**config.mk**
```make
export PLATFORM = sky130hd
export DESIGN_NAME = pipe_reg_skid_flat
export DESIGN_NICKNAME = d
export VERILOG_FILES = /design/src/rtl/pipe_reg_skid_if.sv /design/src/rtl/pipe_reg_skid.sv /design/src/flat_wrapper.sv
export SDC_FILE = /design/constraint.sdc
export NUM_CORES = 1
export LEC_CHECK = 0
export CAP_MARGIN = 5
export CORE_ASPECT_RATIO = 0.5
export CORE_MARGIN = 10
export CORE_UTILIZATION = 49
export DETAILED_ROUTE_END_ITERATION = 10
export PLACE_DENSITY = 0.79
export RECOVER_POWER = 25
export SLEW_MARGIN = 10
export SYNTH_ARGS = -nofsm -noshare
export SYNTH_HDL_FRONTEND = slang
export SYNTH_SLANG_ARGS = --single-unit
```
**constraint.sdc**
```tcl
create_clock -name clk -period 3.5 [get_ports clk]
set_input_delay 0.35 -clock clk [delete_from_list [all_inputs] [get_ports clk]]
set_output_delay 0.35 -clock clk [all_outputs]
set_load 0.01 [all_outputs]
```
**src/rtl/pipe_reg_skid_if.sv**
```systemverilog
// Valid/ready handshake bundle for the elastic pipeline register.
// The writer/reader side uses master; the buffer itself uses slave.
interface pipe_reg_skid_if #(
  parameter int n = 32
);
  logic         in_valid;
  logic         in_ready;
  logic [n-1:0] in_data;
  logic         flush;
  logic         out_valid;
  logic         out_ready;
  logic [n-1:0] out_data;
  logic [1:0]   count;

  modport master (
    output in_valid, in_data, flush, out_ready,
    input  in_ready, out_valid, out_data, count
  );

  modport slave (
    input  in_valid, in_data, flush, out_ready,
    output in_ready, out_valid, out_data, count
  );
endinterface

```
**src/rtl/pipe_reg_skid.sv**
```systemverilog
// Two-entry skid buffer: full-throughput elastic pipeline register.
// in_ready comes straight from the state register, so out_ready never reaches it combinationally.
module pipe_reg_skid #(
  parameter int n = 32
) (
  input  logic           clk,
  input  logic           rst_n,
  pipe_reg_skid_if.slave bus
);

  typedef enum logic [1:0] {
    EMPTY = 2'd0,
    ONE   = 2'd1,
    FULL  = 2'd2
  } state_t;

  state_t       state;
  state_t       state_nxt;
  logic [n-1:0] main_data;
  logic [n-1:0] main_data_nxt;
  logic [n-1:0] skid_data;
  logic [n-1:0] skid_data_nxt;
  logic         push;
  logic         pop;

  // The state doubles as the occupancy: main is valid unless EMPTY, skid is valid only in FULL.
  assign bus.in_ready  = (state != FULL);
  assign bus.out_valid = (state != EMPTY);
  assign bus.out_data  = main_data;
  assign bus.count     = state;

  assign push = bus.in_valid & bus.in_ready;
  assign pop  = bus.out_valid & bus.out_ready;

  always_ff @(posedge clk or negedge rst_n) begin
    if (!rst_n) begin
      state     <= EMPTY;
      main_data <= '0;
      skid_data <= '0;
    end else begin
      state     <= state_nxt;
      main_data <= main_data_nxt;
      skid_data <= skid_data_nxt;
    end
  end

  always_comb begin
    state_nxt     = state;
    main_data_nxt = main_data;
    skid_data_nxt = skid_data;
    if (bus.flush) begin
      // Any pop this cycle has already been seen by the reader; everything else is discarded.
      state_nxt = EMPTY;
    end else begin
      unique case (state)
        EMPTY: begin
          if (push) begin
            state_nxt     = ONE;
            main_data_nxt = bus.in_data;
          end
        end
        ONE: begin
          if (push && pop) begin
            main_data_nxt = bus.in_data;
          end else if (push) begin
            state_nxt     = FULL;
            skid_data_nxt = bus.in_data;
          end else if (pop) begin
            state_nxt = EMPTY;
          end
        end
        FULL: begin
          if (pop) begin
            state_nxt     = ONE;
            main_data_nxt = skid_data;
            skid_data_nxt = '0;
          end
        end
        default: state_nxt = EMPTY;
      endcase
    end
  end

endmodule

```
**src/flat_wrapper.sv**
```systemverilog
// flat-port wrapper written by rule: the top's interface ports become plain ports
module pipe_reg_skid_flat 
#(
  parameter int n = 32
)
  (clk, rst_n, bus_in_valid, bus_in_data, bus_flush, bus_out_ready, bus_in_ready, bus_out_valid, bus_out_data, bus_count);
  pipe_reg_skid_if #(.n(n)) bus_i ();
  input  logic clk;
  input  logic rst_n;
  input wire logic [$bits(bus_i.in_valid)-1:0] bus_in_valid;
  input wire logic [$bits(bus_i.in_data)-1:0] bus_in_data;
  input wire logic [$bits(bus_i.flush)-1:0] bus_flush;
  input wire logic [$bits(bus_i.out_ready)-1:0] bus_out_ready;
  output wire logic [$bits(bus_i.in_ready)-1:0] bus_in_ready;
  output wire logic [$bits(bus_i.out_valid)-1:0] bus_out_valid;
  output wire logic [$bits(bus_i.out_data)-1:0] bus_out_data;
  output wire logic [$bits(bus_i.count)-1:0] bus_count;
  assign bus_i.in_valid = bus_in_valid;
  assign bus_i.in_data = bus_in_data;
  assign bus_i.flush = bus_flush;
  assign bus_i.out_ready = bus_out_ready;
  assign bus_in_ready = bus_i.in_ready;
  assign bus_out_valid = bus_i.out_valid;
  assign bus_out_data = bus_i.out_data;
  assign bus_count = bus_i.count;
  pipe_reg_skid #(.n(n)) u_core (.clk(clk), .rst_n(rst_n), .bus(bus_i));
endmodule
```
==> run summary <==
YOSYS
-------------------------------------------------------------------------------------------------
Number of distinct library cell variants in the gate-level netlist after synthesis .           28
Sequential cell area fraction in the yosys report ..................................        52.9%
Library cell occupying the most area in the post-synthesis netlist .................      dfrtp_1
Cell types with the largest area share after synthesis ............................. dfrtp_1 53%, mux2_4 14%, mux2_2 12%, a32o_1 5.5%, a22o_1 4.2%
Most instantiated flip-flop cell in the synthesis netlist ..........................      dfrtp_1
Post-synthesis cell count ..........................................................          208
Count of flip-flops with a built-in enable after synthesis .........................            0
Dominant cell by count in the synthesized netlist ..................................      dfrtp_1
Post-synth design cell area ........................................................    3120 um^2
Post-Synthesis Net Count ...........................................................          250
Synthesis warning total ............................................................            0
Number of synthesized register bits ................................................           66
Fraction of synthesized cell area taken by the top area cell type ..................        52.9%
Asr flop ratio synth ...............................................................         100%
Commonest cells in the synthesized netlist ......................................... 66 x dfrtp_1, 34 x mux2_2, 30 x mux2_4, 17 x a32o_1, 15 x a22o_1
Avg Inst Size Synth ................................................................    15.0 um^2

WORST SETUP PATH
-------------------------------------------------------------------------------------------------
Maximum fanout along the worst path ................................................           32
End of the worst register-to-register path ......................................... u_core.skid_data[8]
CP startpoint kind .................................................................    flip-flop
Worst r2r path cells ...............................................................            7
Endpoint arrival time on the critical path .........................................      2.81 ns
Critical path destination .......................................................... u_core.skid_data[8]
Critical Path Start ................................................................ u_core.bus.count[0]
Worst Setup End Kind ...............................................................    flip-flop
Data required time of the critical path ............................................      3.72 ns
Startpoint of the most critical register-to-register path .......................... u_core.bus.count[0]
Register-to-register setup slack ...................................................      0.90 ns
Crit Path Category .................................................................      reg2reg

DRT
-------------------------------------------------------------------------------------------------
Detailed-route wire length per cell ................................................      18.5 um
First-iteration detailed-routing DRC count .........................................          120
Number of detailed-routing iterations run before antenna repair ....................            4
Average vias per placed instance ...................................................         5.39
Number of DRC violations after detailed routing ....................................            0
Vias after detailed routing ........................................................        2,027
Drt total wl .......................................................................      6940 um
Final ANT Viol Nets ................................................................            0

DIE
-------------------------------------------------------------------------------------------------
Area of the core ...................................................................    6130 um^2
Vertical die dimension .............................................................      76.4 um
Number of I/O pins .................................................................           73
Total Die Area .....................................................................  10,200 um^2
Starting density of the core .......................................................        50.9%
Floorplan die width ................................................................       133 um
Number of placement rows ...........................................................           20

LAYOUT
-------------------------------------------------------------------------------------------------
Final Net Count ....................................................................          325
Layout Cell Area excl Fill .........................................................    4220 um^2
Signed area change from the synthesized netlist to the final layout ................        35.1%
Share of layout cells above drive strength 1 .......................................        31.3%
Number of diodes ...................................................................            0

STATUS
-------------------------------------------------------------------------------------------------
Status ............................................................................. finished with violations
Violations in the final reports .................................................... capacitance limit, slew limit

GRT
-------------------------------------------------------------------------------------------------
GRT overflow .......................................................................            0
Highest-utilization routing layer at the global route stage ........................         met2
Met3 usage .........................................................................        6.51%
Initial antenna violation count ....................................................            0
Met2 capacity usage during global routing ..........................................        23.5%
GR met1 Demand/Resource ............................................................        16.6%
Largest net degree at the start of global routing ..................................           37
Global-route wire length before repair .............................................    11,700 um
Number of global-route vias before repair ..........................................        2,242
Total track usage ..................................................................        14.4%

TIMING
-------------------------------------------------------------------------------------------------
Post-Route Setup TNS ...............................................................         0 ns
Hold violation total from the final report .........................................            0
Max-Slew Margin vs Limit ...........................................................       -26.3%
Setup Viol. Count Final ............................................................            0
Post-route minimum period ..........................................................      2.60 ns
Hold Slack .........................................................................     0.491 ns
Transition time at the pin with the least slew margin ..............................      1.90 ns
Unrepaired setup endpoints after global routing ....................................        false
PnR worst setup slack ..............................................................     0.900 ns
Setup skew after layout ............................................................   0.00644 ns
Highest attainable clock frequency .................................................      385 MHz
Portion of the clock cycle consumed by the worst path in the final layout ..........        74.3%
Final number of max-transition violations ..........................................           37

POWER
-------------------------------------------------------------------------------------------------
Worst ir drop on vdd ...............................................................       377 uV
Leakage power figure ...............................................................      1.83 nW
Power per standard cell area .......................................................  833 nW/um^2

JOB
-------------------------------------------------------------------------------------------------
Count of maximum capacitance violations ............................................            1

CLOCKING
-------------------------------------------------------------------------------------------------
Number of H-tree branching levels ..................................................            3
CTS tree ...........................................................................          yes
Root Buffer Master .................................................................    clkbuf_16
CTS clk-pin slew, worst paths ......................................................      0.05 ns
Number of CTS-inserted buffers .....................................................            9
Count of buffers added by post-CTS timing repair for setup .........................            0
CTS max path bufs ..................................................................            2
Number of gates resized after CTS ..................................................            0
Clock sink total ...................................................................           66
Source-to-sink clock delay at the later pin of the worst-skew pair .................      0.34 ns
Number of hold buffers added after cts .............................................            0

PLACE
-------------------------------------------------------------------------------------------------
Post-Place Worst Slack .............................................................     0.935 ns
IO buf count .......................................................................           72
HPWL after detailed placement ......................................................      4740 um
Placed cell area ...................................................................    3900 um^2
RD Place Congestion ................................................................        0.759

WORST HOLD PATH
-------------------------------------------------------------------------------------------------
Worst Hold Class ...................................................................      reg2reg

-- where the power goes --
part	switching [mW]	leakage, nW	internal, mW
clock	0.338	0.151	0.621
combinational	0.427	0.885	0.793
sequential	0.203	0.798	1.13
-- cell families after synthesis --
group	share of synthesized area [%]
flops	52.9
simple gates	3.89
mux	26.7
fa+ha+maj	2.00
buf+inv	3.53
compound gates	11.0
-- through the flow --
stage	util (%)	power [mW]	cells
after floorplan	-	2.01	208
after global placement	63.6	2.52	360
after detailed placement	63.6	2.57	360
after CTS	68.8	3.55	376
after global routing	68.8	3.71	376
final	68.8	3.51	376
-- critical path, cell delays in order (launching register included) --
cell and delay, ns:
dfrtp_1 0.42, inv_1 0.13, ha_1 0.15, buf_4 0.27, nor4bb_2 0.10, nor4b_4 0.49
nand2_2 0.51, a22o_1 0.38
-- worst min path at each step --
stage,startpoint,endpoint,slack [ns],cells past startpoint
2_1_floorplan,rst_n,u_core.bus.count[0],0.05,0
3_3_place_gp,rst_n,u_core.bus.out_data[11],0.47,1
3_5_place_dp,rst_n,u_core.bus.out_data[11],0.48,1
4_1_cts,rst_n,u_core.skid_data[14],0.12,1
5_1_grt,u_core.skid_data[21],u_core.skid_data[21],0.49,1
6_report,u_core.skid_data[15],u_core.skid_data[15],0.49,1
-- area by class of cell --
type | instances | area, um^2
clock inverters | 7 | 93.8
fillers | 429 | 1910
multi-input cells | 123 | 1360
flip-flops and latches | 66 | 1650
well taps | 88 | 110
repair buffers | 78 | 757
inverters | 5 | 18.8
clock buffers | 9 | 225
-- sequential cells by signal, summed over array words and instances, names as in the netlist --
register             flops
u_core.bus.count         2
u_core.bus.out_data     32
u_core.skid_data        32
-- cell usage in the layout (no fill, tap or decap), types with 2 or more instances in the layout --
cell type and instances:
a21oi_1 2, a22o_1 15, a32o_1 17, buf_4 5, bufinv_16 2, clkbuf_16 9, clkdlybuf4s50_1 71, clkinv_2 2
clkinvlp_4 2, dfrtp_1 66, ha_1 5, inv_1 4, mux2_2 34, mux2_4 30, nand2b_1 2, nor2_1 3
nor2b_1 2, o21ai_0 2
-- layer usage --
metal,up-vias,wire length (um)
li1,939,-
met5,-,0
met2,55,3470
met1,1027,3010
met3,6,413
met4,0,56
Power figures use the tool's default switching activity.
